## config.mk

```make
export PLATFORM = sky130hd
export DESIGN_NAME = fb_ctrl_flat
export DESIGN_NICKNAME = d
export VERILOG_FILES = /design/src/rtl/fb_ctrl_pkg.sv /design/src/rtl/fb_ctrl_if.sv /design/src/rtl/fb_fill_engine.sv /design/src/rtl/fb_ctrl.sv /design/src/flat_wrapper.sv
export SDC_FILE = /design/constraint.sdc
export NUM_CORES = 1
export LEC_CHECK = 0
export BUFFER_PORTS_ARGS = -buffer_cell sky130_fd_sc_hd__buf_2
export CORE_ASPECT_RATIO = 0.7
export CORE_MARGIN = 2
export CORE_UTILIZATION = 49
export CTS_CLUSTER_DIAMETER = 30
export CTS_CLUSTER_SIZE = 25
export DETAILED_ROUTE_END_ITERATION = 12
export PLACE_DENSITY = 0.86
export SLEW_MARGIN = 25
export SYNTH_ARGS = -nofsm -noshare
export SYNTH_HDL_FRONTEND = slang
export SYNTH_HIERARCHICAL = 1
export SYNTH_SLANG_ARGS = --single-unit
```

## constraint.sdc

```tcl
create_clock -name clk -period 3.57 [get_ports clk]
set_clock_uncertainty 0.05 [all_clocks]
set_input_delay 0.357 -clock clk [delete_from_list [all_inputs] [get_ports clk]]
set_output_delay 0.357 -clock clk [all_outputs]
set_load 0.02 [all_outputs]
```

## src/rtl/fb_ctrl_pkg.sv

```systemverilog
// Shared types for the framebuffer access controller.
package fb_ctrl_pkg;

  typedef enum logic [1:0] {
    FILL_IDLE,
    FILL_RUN,
    FILL_DONE
  } fill_state_t;

  typedef enum logic [1:0] {
    OWN_NONE,
    OWN_VID,
    OWN_CPU
  } rd_owner_t;

endpackage

```

## src/rtl/fb_ctrl_if.sv

```systemverilog
// Framebuffer RAM port bundle: one write port plus one registered read port.
interface fb_ctrl_if #(
  parameter int unsigned ADDR_WIDTH = 10,
  parameter int unsigned DATA_WIDTH = 8
);

  logic                  ram_we;
  logic [ADDR_WIDTH-1:0] ram_addr_w;
  logic [DATA_WIDTH-1:0] ram_din;
  logic [ADDR_WIDTH-1:0] ram_addr_r;
  logic [DATA_WIDTH-1:0] ram_dout;

  modport master (
    output ram_we,
    output ram_addr_w,
    output ram_din,
    output ram_addr_r,
    input  ram_dout
  );

  modport slave (
    input  ram_we,
    input  ram_addr_w,
    input  ram_din,
    input  ram_addr_r,
    output ram_dout
  );

endinterface

```

## src/rtl/fb_fill_engine.sv

```systemverilog
// Clear-screen engine: writes one latched value to every framebuffer word,
// yielding the write port to the CPU whenever stall is high.
module fb_fill_engine
  import fb_ctrl_pkg::*;
#(
  parameter int unsigned ADDR_WIDTH = 10,
  parameter int unsigned DATA_WIDTH = 8
) (
  input  logic                  clk,
  input  logic                  reset_n,
  input  logic                  fill_start,
  input  logic [DATA_WIDTH-1:0] fill_data,
  input  logic                  stall,
  output logic                  fill_we,
  output logic [ADDR_WIDTH-1:0] fill_addr,
  output logic [DATA_WIDTH-1:0] fill_wdata,
  output logic                  fill_busy,
  output logic                  fill_done
);

  localparam logic [ADDR_WIDTH-1:0] LastAddr = '1;

  fill_state_t           state_q, state_d;
  logic [ADDR_WIDTH-1:0] addr_q, addr_d;
  logic [DATA_WIDTH-1:0] data_q, data_d;

  always_comb begin
    state_d   = state_q;
    addr_d    = addr_q;
    data_d    = data_q;
    fill_we   = 1'b0;
    fill_busy = 1'b0;
    fill_done = 1'b0;
    unique case (state_q)
      FILL_IDLE: begin
        if (fill_start) begin
          state_d = FILL_RUN;
          addr_d  = '0;
          data_d  = fill_data;
        end
      end
      FILL_RUN: begin
        fill_busy = 1'b1;
        fill_we   = !stall;
        // Address only advances on cycles that actually wrote; last word ends the run.
        if (!stall) begin
          if (addr_q == LastAddr) state_d = FILL_DONE;
          else                    addr_d  = addr_q + ADDR_WIDTH'(1);
        end
      end
      FILL_DONE: begin
        fill_busy = 1'b1;
        fill_done = 1'b1;
        state_d   = FILL_IDLE;
      end
      default: state_d = FILL_IDLE;
    endcase
  end

  always_ff @(posedge clk or negedge reset_n) begin
    if (!reset_n) begin
      state_q <= FILL_IDLE;
      addr_q  <= '0;
      data_q  <= '0;
    end else begin
      state_q <= state_d;
      addr_q  <= addr_d;
      data_q  <= data_d;
    end
  end

  assign fill_addr  = addr_q;
  assign fill_wdata = data_q;

endmodule

```

## src/rtl/fb_ctrl.sv

```systemverilog
// Framebuffer access controller: CPU-over-fill write arbitration, video-over-CPU
// read arbitration, and steering of the RAM's registered read data.
module fb_ctrl
  import fb_ctrl_pkg::*;
#(
  parameter int unsigned ADDR_WIDTH = 10,
  parameter int unsigned DATA_WIDTH = 8
) (
  input  logic                  clk,
  input  logic                  reset_n,
  input  logic                  cpu_wr_req,
  input  logic [ADDR_WIDTH-1:0] cpu_wr_addr,
  input  logic [DATA_WIDTH-1:0] cpu_wr_data,
  output logic                  cpu_wr_ack,
  input  logic                  fill_start,
  input  logic [DATA_WIDTH-1:0] fill_data,
  output logic                  fill_busy,
  output logic                  fill_done,
  input  logic                  vid_rd_en,
  input  logic [ADDR_WIDTH-1:0] vid_rd_addr,
  output logic [DATA_WIDTH-1:0] vid_rd_data,
  output logic                  vid_rd_valid,
  input  logic                  cpu_rd_req,
  input  logic [ADDR_WIDTH-1:0] cpu_rd_addr,
  output logic                  cpu_rd_ack,
  output logic [DATA_WIDTH-1:0] cpu_rd_data,
  output logic                  cpu_rd_valid,
  fb_ctrl_if.master             ram
);

  logic                  fill_we;
  logic [ADDR_WIDTH-1:0] fill_addr;
  logic [DATA_WIDTH-1:0] fill_wdata;
  logic                  vid_go;
  rd_owner_t             owner_q, owner_d;
  logic [ADDR_WIDTH-1:0] addr_r_q;

  fb_fill_engine #(
    .ADDR_WIDTH(ADDR_WIDTH),
    .DATA_WIDTH(DATA_WIDTH)
  ) u_fill (
    .clk        (clk),
    .reset_n    (reset_n),
    .fill_start (fill_start),
    .fill_data  (fill_data),
    .stall      (cpu_wr_req),
    .fill_we    (fill_we),
    .fill_addr  (fill_addr),
    .fill_wdata (fill_wdata),
    .fill_busy  (fill_busy),
    .fill_done  (fill_done)
  );

  always_comb begin
    cpu_wr_ack     = reset_n & cpu_wr_req;
    ram.ram_we     = reset_n & (cpu_wr_req | fill_we);
    ram.ram_addr_w = cpu_wr_req ? cpu_wr_addr : fill_addr;
    ram.ram_din    = cpu_wr_req ? cpu_wr_data : fill_wdata;
  end

  // With no reader the last address is re-presented; the resulting read is ignored.
  always_comb begin
    vid_go         = reset_n & vid_rd_en;
    cpu_rd_ack     = reset_n & cpu_rd_req & ~vid_rd_en;
    ram.ram_addr_r = addr_r_q;
    owner_d        = OWN_NONE;
    if (vid_go) begin
      ram.ram_addr_r = vid_rd_addr;
      owner_d        = OWN_VID;
    end else if (cpu_rd_ack) begin
      ram.ram_addr_r = cpu_rd_addr;
      owner_d        = OWN_CPU;
    end
  end

  always_ff @(posedge clk or negedge reset_n) begin
    if (!reset_n) begin
      owner_q  <= OWN_NONE;
      addr_r_q <= '0;
    end else begin
      owner_q  <= owner_d;
      addr_r_q <= ram.ram_addr_r;
    end
  end

  assign vid_rd_valid = (owner_q == OWN_VID);
  assign cpu_rd_valid = (owner_q == OWN_CPU);
  assign vid_rd_data  = ram.ram_dout;
  assign cpu_rd_data  = ram.ram_dout;

endmodule
```

## src/flat_wrapper.sv

```systemverilog
// flat-port wrapper written by rule: the top's interface ports become plain ports
module fb_ctrl_flat import fb_ctrl_pkg::*;
#(
  parameter int unsigned ADDR_WIDTH = 10,
  parameter int unsigned DATA_WIDTH = 8
)
  (clk, reset_n, cpu_wr_req, cpu_wr_addr, cpu_wr_data, cpu_wr_ack, fill_start, fill_data, fill_busy, fill_done, vid_rd_en, vid_rd_addr, vid_rd_data, vid_rd_valid, cpu_rd_req, cpu_rd_addr, cpu_rd_ack, cpu_rd_data, cpu_rd_valid, ram_ram_we, ram_ram_addr_w, ram_ram_din, ram_ram_addr_r, ram_ram_dout);
  fb_ctrl_if #(.ADDR_WIDTH(ADDR_WIDTH), .DATA_WIDTH(DATA_WIDTH)) ram_i ();
  input  logic clk;
  input  logic reset_n;
  input  logic cpu_wr_req;
  input  logic [ADDR_WIDTH-1:0] cpu_wr_addr;
  input  logic [DATA_WIDTH-1:0] cpu_wr_data;
  output logic cpu_wr_ack;
  input  logic fill_start;
  input  logic [DATA_WIDTH-1:0] fill_data;
  output logic fill_busy;
  output logic fill_done;
  input  logic vid_rd_en;
  input  logic [ADDR_WIDTH-1:0] vid_rd_addr;
  output logic [DATA_WIDTH-1:0] vid_rd_data;
  output logic vid_rd_valid;
  input  logic cpu_rd_req;
  input  logic [ADDR_WIDTH-1:0] cpu_rd_addr;
  output logic cpu_rd_ack;
  output logic [DATA_WIDTH-1:0] cpu_rd_data;
  output logic cpu_rd_valid;
  output wire logic [$bits(ram_i.ram_we)-1:0] ram_ram_we;
  output wire logic [$bits(ram_i.ram_addr_w)-1:0] ram_ram_addr_w;
  output wire logic [$bits(ram_i.ram_din)-1:0] ram_ram_din;
  output wire logic [$bits(ram_i.ram_addr_r)-1:0] ram_ram_addr_r;
  input wire logic [$bits(ram_i.ram_dout)-1:0] ram_ram_dout;
  assign ram_ram_we = ram_i.ram_we;
  assign ram_ram_addr_w = ram_i.ram_addr_w;
  assign ram_ram_din = ram_i.ram_din;
  assign ram_ram_addr_r = ram_i.ram_addr_r;
  assign ram_i.ram_dout = ram_ram_dout;
  fb_ctrl #(.ADDR_WIDTH(ADDR_WIDTH), .DATA_WIDTH(DATA_WIDTH)) u_core (.clk(clk), .reset_n(reset_n), .cpu_wr_req(cpu_wr_req), .cpu_wr_addr(cpu_wr_addr), .cpu_wr_data(cpu_wr_data), .cpu_wr_ack(cpu_wr_ack), .fill_start(fill_start), .fill_data(fill_data), .fill_busy(fill_busy), .fill_done(fill_done), .vid_rd_en(vid_rd_en), .vid_rd_addr(vid_rd_addr), .vid_rd_data(vid_rd_data), .vid_rd_valid(vid_rd_valid), .cpu_rd_req(cpu_rd_req), .cpu_rd_addr(cpu_rd_addr), .cpu_rd_ack(cpu_rd_ack), .cpu_rd_data(cpu_rd_data), .cpu_rd_valid(cpu_rd_valid), .ram(ram_i));
endmodule
```

==> results.yml <==
power:
  finalPower_mw: 1.43
  powerDensity_mw_per_mm2: 574
  ir_drop_uv: 450
  p_leak_nw: 1.20
critical_path:
  required_ns: 3.16
  end_kind: "primary output"
  critPathKind: "primary input to primary output"
  worstPathArrival_ns: 2.15
  cp_max_fo: 24
  worst_setup_path_start_kind: "primary input"
layout:
  drive_gt1_share_pct: 47.6
  finalInstanceArea_mm2: 0.00250
  area_growth_pct: 20.1
  antenna_cells: 0
  layout.nets: 335
  fillers: 360
sta:
  timing.slew.headroom_pct: 65.3
  fin_crit_ns: 2.56
  finalHoldViolations: 0
  post-route-period-util_pct: 71.7
  fin_setup_tns_ns: 0
  clock.fmax_ghz: 0.391
  setup_violations: 0
  worstMarginPinSlew_ns: 0.520
  finalWorstSetupSlack_ns: 1.01
  drv_slew: 0
  rsz0062_at_grt: "false"
clocking:
  tritoncts: "yes"
  post_cts_buffers: 0
  clockRootBuffer: "clkbuf_8"
  cts-resized-gates: 0
  numCtsBuffers: 5
  h-tree-depth: 2
  clk_pin_slew_ns: 0.06
  cts.sink_count: 32
  clkLatencyLatePin_ns: 0.28
  clockBufferDepth: 2
global_routing:
  track_usage_pct: 20.1
  grt_pass1_wl_um: 7440
  first_global_vias: 1620
  antenna_found_initial: 0
  grt-ovfl-total: 0
  grt_max_degree: 25
synth:
  synth_seq_area_share_pct: 38.5
  synth.distinct_cells: 39
  syn-num-nets: 265
  yosysTopAreaCell: "dfrtp_1"
  ys_seq_elements: 32
  ys.flop_type: "dfrtp_1"
  synth_edf_count: 0
  syn-cell-area_mm2: 0.00208
  synthTopCellsByArea: "dfrtp_1, mux2_1, nor3_2"
  yosysTopAreaCellShare_pct: 38.5
  yosysWarnings: 6
  syn_area_per_cell_um2: 10.4
  synthArstFlopShare_pct: 100
  synthesis.instances: 200
placement:
  dpl_cell_area_mm2: 0.00240
  pre_cts_slack_ns: 1.59
  port_buffers: 86
  gp_congestion: 0.852
  hpwlAfterDp_um: 3480
die:
  dieArea_mm2: 0.00479
  rows: 19
  core_region_area_mm2: 0.00399
  die_h_um: 58.5
  start_util_pct: 52.1
  die_x_um: 81.9
  num_io_pins: 111
run_status:
  status: "finished, final reports clean"
routing:
  first_iter_violations: 99
  totalWireLength_um: 4550
  vias: 1711
  ant_nets: 0
  drc: 0
  wl_per_cell_um: 14.1
  via_per_inst: 5.30
  dr.pass1.iters: 4
worst_hold_path:
  hold_path_class: "primary input to register"
job:
  cap_violations: 0
[layer usage]
metal | global-route usage (%) | wire length [µm] | up-vias
met3 | 4.29 | 301 | 3
met2 | 32.2 | 2080 | 65
met4 | 7.38 | 30 | 0
met5 | 0 | 0 | -
met1 | 26.9 | 2140 | 792
li1 | - | - | 851
[cell type report]
type	instances	area, µm²	area share, %
clock buffer	6	82.6	3.30
clock inverter	2	10.0	0.401
inverter	7	26.3	1.05
multi-input combinational	136	1070	42.7
sequential	32	801	32.0
tap	52	65.1	2.60
timing repair buffer	88	448	17.9
[sequential cells by signal, indices dropped and copies added (netlist names)]
name / cells
u_core/u_fill/state_q: 2
u_core/addr_r_q: 10
u_core/owner_q: 2
u_core/u_fill/fill_addr: 10
u_core/u_fill/fill_wdata: 8
[path summary, 6_finish.rpt]
kind	slack [ns]	end	start	depth (start not counted)
min reg2reg	0.45	u_core/u_fill/fill_wdata[7]	u_core/u_fill/fill_wdata[7]	1
max	1.01	ram_ram_addr_r[9]	reset_n	6
max in group asynchronous	2.27	u_core/u_fill/fill_wdata[4]	reset_n	3
min	0.25	u_core/u_fill/fill_wdata[2]	fill_data[2]	2
max reg2reg	1.59	u_core/u_fill/state_q[1]	u_core/u_fill/fill_addr[0]	5
min in group asynchronous	0.54	u_core/owner_q[1]	reset_n	2
[layout by cell type, fill, tap and decap left out, types with 3 or more instances in the layout]
cell type  instances
a31oi_1            4
buf_2             86
clkbuf_8           6
dfrtp_1           32
ha_1               5
inv_1              6
mux2_1            18
mux2_2            10
nand2_1           13
nand3_1            6
nor2_1             5
nor2b_1            3
nor3_1            15
nor3_2            18
o22ai_1           10
[worst max-delay path: stages]
cell           delay, ns
dlygate4sd3_1       0.54
buf_2               0.41
nand2_2             0.31
nor3_1              0.27
nor3_2              0.09
buf_2               0.16
[kinds of logic (layout without fill, tap and decap cells)]
group | after synthesis | count (layout) | synth area share (%)
flops | 32 | 32 | 38.5
fa+ha+maj | 5 | 5 | 3.01
mux | 30 | 30 | 16.1
simple gates | 72 | 72 | 22.2
buf+inv | 32 | 103 | 10.3
compound gates | 29 | 29 | 9.92
[synth_stat cells, types with 3 or more instances]
| library cell | number |
|---|---|
| buf_2 | 3 |
| ha_1 | 5 |
| o22ai_1 | 10 |
| nor2_1 | 5 |
| inv_1 | 6 |
| nor2b_1 | 3 |
| buf_6 | 3 |
| nand2_1 | 13 |
| nor3_1 | 15 |
| buf_4 | 18 |
| nor3_2 | 18 |
| nand3_1 | 6 |
| mux2_1 | 18 |
| mux2_2 | 10 |
| dfrtp_1 | 32 |
| a31oi_1 | 4 |
[what timing repair did]
| item | CTS | global route |
|---|---|---|
| hold buffers | 1 | 0 |
| hold endpoints to repair | 11 | 0 |
| setup endpoints to repair | 0 | 0 |
[where the power goes]
part	leakage [nW]	internal (mW)	switching, mW
clock network	0.0510	0.154	0.131
registers	0.396	0.463	0.0800
logic	0.752	0.256	0.352
total	1.20	0.872	0.562
[stage by stage]
stage	std cells	hold slack [ns]	utilization, %
floorplan	200	0.0114	-
global placement	314	0.266	60.0
detailed placement	314	0.273	60.0
CTS	323	0.240	62.6
global route	323	0.255	62.6
finish	323	0.252	62.6
Note: power is estimated with default switching activity, not from simulation.
